==> src/rtl/nzcv_flag_unit.sv <==
// rtl/nzcv_flag_unit.sv - registered NZCV flag pipeline with sticky Q and forwarded condition evaluation
module nzcv_flag_unit #(
  parameter int M = 32
) (
  input  logic         clk,
  input  logic         reset,
  input  logic [M-1:0] A,
  input  logic [M-1:0] B,
  input  logic [M-1:0] Result,
  input  logic [3:0]   ALUControl,
  input  logic         Cout,
  input  logic         in_valid,
  input  logic [1:0]   FlagWrite,
  input  logic         flags_wr_en,
  input  logic [3:0]   flags_wr_data,
  input  logic         q_clear,
  input  logic [3:0]   Cond,
  input  logic         cond_valid,
  output logic         CondEx,
  output logic [3:0]   Flags,
  output logic         Q
);

  logic       is_add, is_sub, is_arith;
  logic       raw_n, raw_z, raw_c, raw_v;
  logic [1:0] raw_mask;

  logic       pend_valid;
  logic [3:0] pend_flags;
  logic [1:0] pend_mask;

  logic [3:0] eff;
  logic       cond_pass;
  logic       unused_bits;

  assign unused_bits = ^{A[M-2:0], B[M-2:0]};

  assign is_add   = (ALUControl == 4'b0000);
  assign is_sub   = (ALUControl == 4'b0001);
  assign is_arith = is_add | is_sub;

  assign raw_n = Result[M-1];
  assign raw_z = ~|Result;
  assign raw_c = Cout;
  assign raw_v = is_add ? (~(A[M-1] ^ B[M-1]) & (A[M-1] ^ Result[M-1]))
                        : ((A[M-1] ^ B[M-1]) & (A[M-1] ^ Result[M-1]));

  // Logic/MUL ops never produce C,V, so their CV group can never be written.
  assign raw_mask = {FlagWrite[1], FlagWrite[0] & is_arith};

  always_ff @(posedge clk) begin
    if (reset) begin
      pend_valid <= 1'b0;
      pend_flags <= 4'b0000;
      pend_mask  <= 2'b00;
      Flags      <= 4'b0000;
      Q          <= 1'b0;
    end else begin
      pend_valid <= in_valid & (FlagWrite != 2'b00);
      if (in_valid && FlagWrite != 2'b00) begin
        pend_flags <= {raw_n, raw_z, raw_c, raw_v};
        pend_mask  <= raw_mask;
      end

      // A direct load overrides and discards the entry committing this edge.
      if (flags_wr_en) begin
        Flags <= flags_wr_data;
      end else if (pend_valid) begin
        if (pend_mask[1]) Flags[3:2] <= pend_flags[3:2];
        if (pend_mask[0]) Flags[1:0] <= pend_flags[1:0];
      end

      if (!flags_wr_en && pend_valid && pend_mask[0] && pend_flags[0])
        Q <= 1'b1;
      else if (q_clear)
        Q <= 1'b0;
    end
  end

  always_comb begin
    eff = Flags;
    if (pend_valid) begin
      if (pend_mask[1]) eff[3:2] = pend_flags[3:2];
      if (pend_mask[0]) eff[1:0] = pend_flags[1:0];
    end
  end

  always_comb begin
    cond_pass = 1'b1;
    case (Cond)
      4'b0000: cond_pass = eff[2];
      4'b0001: cond_pass = ~eff[2];
      4'b0010: cond_pass = eff[1];
      4'b0011: cond_pass = ~eff[1];
      4'b0100: cond_pass = eff[3];
      4'b0101: cond_pass = ~eff[3];
      4'b0110: cond_pass = eff[0];
      4'b0111: cond_pass = ~eff[0];
      4'b1000: cond_pass = eff[1] & ~eff[2];
      4'b1001: cond_pass = ~eff[1] | eff[2];
      4'b1010: cond_pass = (eff[3] == eff[0]);
      4'b1011: cond_pass = (eff[3] != eff[0]);
      4'b1100: cond_pass = ~eff[2] & (eff[3] == eff[0]);
      4'b1101: cond_pass = eff[2] | (eff[3] != eff[0]);
      default: cond_pass = 1'b1;
    endcase
  end

  assign CondEx = ~reset & cond_valid & cond_pass;

endmodule

==> config.mk <==
export PLATFORM = sky130hd
export DESIGN_NAME = nzcv_flag_unit
export DESIGN_NICKNAME = d
export VERILOG_FILES = /design/src/rtl/nzcv_flag_unit.sv
export SDC_FILE = /design/constraint.sdc
export NUM_CORES = 1
export LEC_CHECK = 0
export CAP_MARGIN = 30
export CORE_ASPECT_RATIO = 0.6
export CORE_MARGIN = 3
export CORE_UTILIZATION = 23
export CTS_CLUSTER_DIAMETER = 40
export CTS_CLUSTER_SIZE = 12
export DETAILED_ROUTE_END_ITERATION = 6
export PLACE_DENSITY = 0.95
export SLEW_MARGIN = 10
export SYNTH_ARGS = -nofsm -noshare
export SYNTH_HDL_FRONTEND = slang
export SYNTH_SLANG_ARGS = --single-unit
==> constraint.sdc <==
create_clock -name clk -period 2.39 [get_ports clk]
set_input_delay 0.239 -clock clk [delete_from_list [all_inputs] [get_ports clk]]
set_output_delay 0.239 -clock clk [all_outputs]
set_load 0.02 [all_outputs]
==> metrics.md, run 1 <==
| Metric | Value |
|---|---|
| Outcome | completed |
| Setup WS pre-CTS | -0.0694 ns |
| Vias per cell | roughly 4.6 |
| Comb pwr share | between 20 and 30% |
| Cell Area, Placed | 1400 µm² |
| TritonCTS Buffers | 3 |
| Switching share of power | 23.5% |
| Cell Area, Synth | around 730 µm² |
| Post-cts resize count | 2 |
| Final worst slack | ~0.17 ns |
| Final min period | ~2.2 ns |
| DR iter-0 viols | 36 |
| Sequential share of power | between 30% and 40% |
| Clk root buf | clkbuf_8 |
| Pin count of the biggest net entering global routing | 12 |
| Overall power | around 0.6 mW |
| Synthesized instance count | between 80 and 90 |
| Global route total overflow | 0 |
| NetSw | about 0.15 mW |
| Hpwl dp | 2250 µm |
| Synth warn | 0 |
| Synth top cells by count | nor2_1, dfxtp_1, nor4_1 |
| Die X | 78.6 µm |
| Primary FF master, synth | dfxtp_1 |
| Die ar. | a little under 4000 µm² |
| Async S/R FF share, synth | 0% |
| Ports | between 100 and 150 |
| Port Buffers | 60 |
| Worst path required time | 2.15 ns |
| H-tree Lvls | 1 |
| Share of layout cells above drive strength 1 | between 8 and 9% |
| Most common cell in the netlist | nor2_1 |
| Sequential area share after synthesis | between 30% and 40% |
| Synthesized Nets | 206 |
| Worst skew pair latency | ~0.24 ns |
| Number of iterations in the first detailed-routing pass | 4 |
| Die Height | around 50 µm |
| Postcts setup bufs | 0 |
| Fmax achieved | approximately 450 MHz |
| Period utilization | between 90% and 100% |
| Hold_buf cts | 0 |
| Crit end category | output port |
| Area grow syn2layout | 101% |
| Final Max Slew Viols | 0 |
| Max_cap viols | 0 |
| Vias in the first global route | 914 |
| Reg2reg start | pend_valid |
| Cell Pwr Density | ~420 nW/µm² |
| Drt drc | 0 |
| Slew at the pin closest to its max-slew limit | between 0.3 and 0.4 ns |
| Syn Area/Cell | between 8 and 9 µm² |
| GPL Wtd Cong | 0.813 |
| RSZ-0062 raised after global routing | no |
| Final setup violating endpoints | 0 |
| Core Util, Final | about half |
| First-pass GRT wire length | ~4000 µm |
| Min-Delay Endpoint | pend_mask[1] |
| Worst Setup Path Type | register to output port |
| Hold crit path type | register to register |
| Sink Count | 12 |
| CP Data Arrival Time | 1.98 ns |
| Routed wire per std cell | around 13 µm |
| WHS Path Cells | 2 |
| Top cell type's share of synthesized area | between 30% and 40% |
| Slew margin rel. | about three quarters |
| EDFF count, synth | 0 |
| Cell taking the most area after synthesis | dfxtp_1 |
| Yosys cell types | 29 |
| Vias | roughly 900 |
| Final hold viol count | 0 |
| Seq cells post-synth | 12 |
| Reg-to-reg endpoint | Flags[2] |
| Total track usage | 13.3% |
| Rows | 15 |
| R2r setup slk | around 1.2 ns |
| Max Buffers Root-to-Sink | 2 |
| Clock power frac | 36.0% |
| CTS tree | done |
| Cell area after layout | 1470 µm² |
| Initial core utilization | 24.7% |
| Antenna violations before repair | 0 |
| Clock slew at the register clock pins of the worst setup and hold paths | about 0.05 ns |
| Final net count | ~270 |
| Int Pwr | between 0.4 and 0.5 mW |
| FF-to-FF path depth | 6 |
| Leak | between 0.5 and 0.6 nW |
| N_diodes | 0 |
| Final antenna-violating net count | 0 |
| Final setup TNS | 0 ns |
| Setup Skew | between 0.0015 and 0.002 ns |
| Peak VDD IR | 0.000308 V |
| Hold path start | pend_mask[1] |
| Setup crit start kind | register |
| Largest cells by area after synthesis | dfxtp_1, nor4_1, nor2_1 |
| Final wirelength | about 2600 µm |
| Core ar. | 2950 µm² |
| Maximum fanout along the worst path | 2 |
-- worst max-delay path: stages, from the launching register on --
cell	delay (ns)
dfxtp_1	0.32
nand2_2	0.13
mux2i_1	0.24
mux2i_1	0.14
xnor2_1	0.15
o221a_1	0.24
o22ai_1	0.16
dlygate4sd2_1	0.35
-- power groups by stage --
stage	registers, mW	clock network, mW	logic [mW]
finish	0.217	0.222	0.179
floorplan	0.224	0	0.0546
detailed placement	0.221	0	0.178
CTS	0.217	0.224	0.179
global placement	0.220	0	0.176
global route	0.218	0.237	0.192
-- registers in the layout (all words and copies together) (netlist names) --
| signal | cells |
|---|---|
| Flags | 4 |
| Q | 1 |
| pend_flags | 4 |
| pend_mask | 2 |
| pend_valid | 1 |
-- cells in the final DEF, fill, tap and decap left out, types with 2 or more instances in the layout --
cell / Yosys / routed
mux2i_4: 1 / 2
xor2_1: 3 / 3
inv_1: 4 / 4
nand2_2: 2 / 2
nand4_1: 3 / 3
buf_4: 0 / 4
nor4_1: 10 / 10
a21oi_1: 7 / 7
clkbuf_8: 0 / 4
mux2i_1: 5 / 5
nor2_1: 15 / 15
dfxtp_1: 12 / 12
xnor2_1: 3 / 3
nor3b_1: 2 / 2
nand2_1: 5 / 5
clkdlybuf4s50_1: 0 / 59
-- kinds of logic after synthesis --
| family | Yosys count | share of synthesized area, % |
|---|---|---|
| and+or+nand+nor | 42 | 29.4 |
| AOI/OAI and AO/OA | 15 | 13.2 |
| DFF | 12 | 33.0 |
| xor gates and xnor gates | 7 | 9.45 |
| muxes | 7 | 11.9 |
| buffers and inverters | 6 | 3.09 |
-- worst max-delay path by stage --
stage / end / slack [ns] / cells after the start / from
final: CondEx / 0.17 / 7 / pend_valid
after global routing: CondEx / 0.005 / 7 / pend_valid
after CTS: CondEx / 0.17 / 7 / pend_valid
after detailed placement: CondEx / -0.07 / 7 / Cond[1]
after global placement: CondEx / -0.03 / 7 / Cond[1]
after floorplan: CondEx / 0.60 / 6 / pend_valid
-- per-layer routing --
layer	global-route usage (%)	up-vias	part of all wire (%)
met2	23.5	28	49
met5	0	-	0
met1	14.8	411	43
met4	3.78	0	1.5
met3	5.11	4	6.5
li1	-	458	-
-- stage by stage --
stage                     cells  hold slack, ns
after floorplan              89           0.308
after global routing        197           0.497
after detailed placement    193           0.469
final                       197           0.477
after CTS                   197           0.477
after global placement      193           0.459
-- layout make-up --
type | count | area [µm²]
Clock buffer | 4 | 55.1
Fill cell | 278 | 1480
Inverter | 4 | 15.0
Multi-Input combinational cell | 71 | 474
Sequential cell | 12 | 240
Tap cell | 42 | 52.6
Timing Repair Buffer | 64 | 629
(Power assumes the default switching activity.)
==> run 2: changes to the inputs <==
==> constraint.sdc (replaced) <==
create_clock -name clk -period 2.75 [get_ports clk]
set_input_delay 0.275 -clock clk [delete_from_list [all_inputs] [get_ports clk]]
set_output_delay 0.275 -clock clk [all_outputs]
set_load 0.02 [all_outputs]
==> run 2 against run 1 <==
  * Combinational power is 14% lower
  * Routed wire length is 2.6% lower
  * First-iteration DRC count is 53% higher
  * Total power is 13% lower
  * Hold slack hardly changed
  * Sequential power is 13% lower
  * Core utilization is 0.13 points lower
  * Clock-buffer cell count stayed put
  * Die area stayed put
  * Largest power group unchanged
  * Sequential share of layout area hardly changed
==> metrics.md, run 2 (synthesis gave the netlist of run 1 again) <==
| Metric | Value |
|---|---|
| Maximum fanout along the worst path | 2 |
| Hold crit path type | register to register |
| Crit path largest cell delay | ~0.32 ns |
| Critical-path top delay cell | dfxtp_1 |
| Fmax achieved | approximately 460 MHz |
| Critical Path Start | pend_valid |
| Bufs and invs on worst path | 1 |
| CP Data Arrival Time | around 1.9 ns |
| First-pass GRT wire length | 3990 µm |
| Rows | 15 |
| Final setup TNS | 0 ns |
| R2r setup slk | about 1.6 ns |
| DR iter-0 viols | between 50 and 60 |
| Worst Setup Path Type | register to output port |
| TritonCTS Buffers | 3 |
| Cell Area, Placed | 1400 µm² |
| Overall power | ~0.54 mW |
| Sink Count | 12 |
| Top cell family by delay on the critical path | compound AO/OA/AOI/OAI gates |
| Vias in the first global route | 903 |
| Ports | between 100 and 150 |
| Cell Pwr Density | roughly 370 nW/µm² |
| Port Buffers | 60 |
| CP cell instances | nand2_2 -> mux2i_1 -> mux2i_1 -> xnor2_1 -> o221a_1 -> o22ai_1 -> dlymetal6s2s_1 |
| Final min period | approximately 2.2 ns |
| Die X | between 70 and 80 µm |
| Stages on worst setup path | 7 |
| H-tree Lvls | 1 |
| Vias | between 800 and 900 |
| Slew margin rel. | a little over 50% |
| GPL Wtd Cong | about 0.83 |
| Crit end category | output port |
| Final setup violating endpoints | 0 |
| Cell area after layout | between 1000 and 1500 µm² |
| Final Max Slew Viols | 0 |
| Worst path required time | approximately 2.5 ns |
| Initial core utilization | between 20% and 30% |
| Hpwl dp | approximately 2200 µm |
| Postcts setup bufs | 0 |
| Share of layout cells above drive strength 1 | under 10% |
| Worst skew pair latency | 0.24 ns |
| Crit path top cell by count | mux2i_1 |
| Final hold viol count | 0 |
| Most frequent cells in the layout | clkdlybuf4s50_1, nor2_1, dfxtp_1, nor4_1, a21oi_1 |
| Largest registers | Flags (4), pend_flags (4), pend_mask (2) |
| Max Buffers Root-to-Sink | 2 |
| Antenna violations before repair | 0 |
| Reg-to-reg endpoint | Flags[2] |
| Peak VDD IR | between 0.0002 and 0.00025 V |
| Reg2reg start | pend_valid |
| Non-Filler Instances | approximately 200 |
| CTS tree | done |
| Slew at the pin closest to its max-slew limit | 0.729 ns |
| Period utilization | 78.6% |
| Core Util, Final | 49.6% |
| Clk root buf | clkbuf_8 |
| Dpl cells | 192 |
| Pin count of the biggest net entering global routing | 12 |
| Core ar. | 2950 µm² |
| Final wirelength | about 2500 µm |
| Number of iterations in the first detailed-routing pass | 4 |
| Post-cts resize count | 0 |
| Final net count | 272 |
| RSZ-0062 raised after global routing | no |
| Final antenna-violating net count | 0 |
| Clock slew at the register clock pins of the worst setup and hold paths | ~0.05 ns |
| Leak | between 0.5 and 0.6 nW |
| Most common cell after layout, fill and taps aside | clkdlybuf4s50_1 |
| Drt drc | 0 |
| Setup crit start kind | register |
| Hold_buf cts | 0 |
| Setup Skew | roughly 0.0017 ns |
| CP Capture Point | CondEx |
| Die ar. | a little under 4000 µm² |
| Total track usage | 13.4% |
| Vias per cell | 4.51 |
| FF-to-FF path depth | 6 |
| Global route total overflow | 0 |
| Fillers | 281 |
| Area grow syn2layout | 101% |
| Die Height | approximately 50 µm |
| Outcome | completed |
| Max_cap viols | 0 |
| Routed wire per std cell | 12.8 µm |
| N_diodes | 0 |
## run 2: changes by cell type in the layout (fill, tap and decap cells not counted), sizes merged
cell,before,now
buf,4,3
dlygate4sd2,1,0
dlymetal6s2s,0,1
## run 2: worst reg2reg max path, delay by kind of cell (launching register included)
family / cells / cell delay (ns)
buffers and inverters: 1 / 0.16
AOI/OAI and AO/OA: 1 / 0.12
muxes: 1 / 0.25
and+or+nand+nor: 3 / 0.22
DFF: 1 / 0.32
## run 2: through the flow
step           hold WS [ns]  worst slack [ns]
2_1_floorplan         0.344             0.924
3_3_place_gp          0.459             0.254
3_5_place_dp          0.465             0.222
4_1_cts               0.474             0.145
5_1_grt               0.499             0.368
6_report              0.477             0.588
## run 2: area by class of cell
| class | instances | area, µm² | area share (%) |
|---|---|---|---|
| clock buffers | 4 | 55.1 | 3.76 |
| multi-input cells | 71 | 474 | 32.4 |
| flip-flops and latches | 12 | 240 | 16.4 |
| well taps | 42 | 52.6 | 3.59 |
| repair buffers | 63 | 626 | 42.8 |
| inverters | 4 | 15.0 | 1.03 |
## run 2: routing by layer
| layer | wire length, µm | GRT usage [%] | up-vias |
|---|---|---|---|
| met3 | 208 | 4.74 | 4 |
| met1 | 1040 | 15.7 | 388 |
| met4 | 26 | 4.36 | 0 |
| li1 | - | - | 457 |
| met2 | 1240 | 22.7 | 34 |
| met5 | 0 | 0 | - |
## run 2: worst min-delay path by stage
| stage | startpoint | end | slack (ns) | cells past startpoint |
|---|---|---|---|---|
| 6_report | pend_mask[1] | pend_mask[1] | 0.48 | 2 |
| 5_1_grt | pend_mask[1] | pend_mask[1] | 0.50 | 2 |
| 4_1_cts | pend_mask[1] | pend_mask[1] | 0.47 | 2 |
| 3_5_place_dp | pend_mask[1] | pend_mask[1] | 0.46 | 2 |
| 3_3_place_gp | pend_mask[1] | pend_mask[1] | 0.46 | 2 |
| 2_1_floorplan | reset | pend_mask[1] | 0.34 | 1 |
## run 2: power breakdown
group / total [mW] / internal (mW) / switching, mW / leakage [nW]
Sequential: 0.189 / 0.182 / 0.00659 / 0.0984
Combinational: 0.154 / 0.102 / 0.0528 / 0.439
Clock: 0.194 / 0.127 / 0.0674 / 0.0288
Total: 0.537 / 0.410 / 0.127 / 0.566
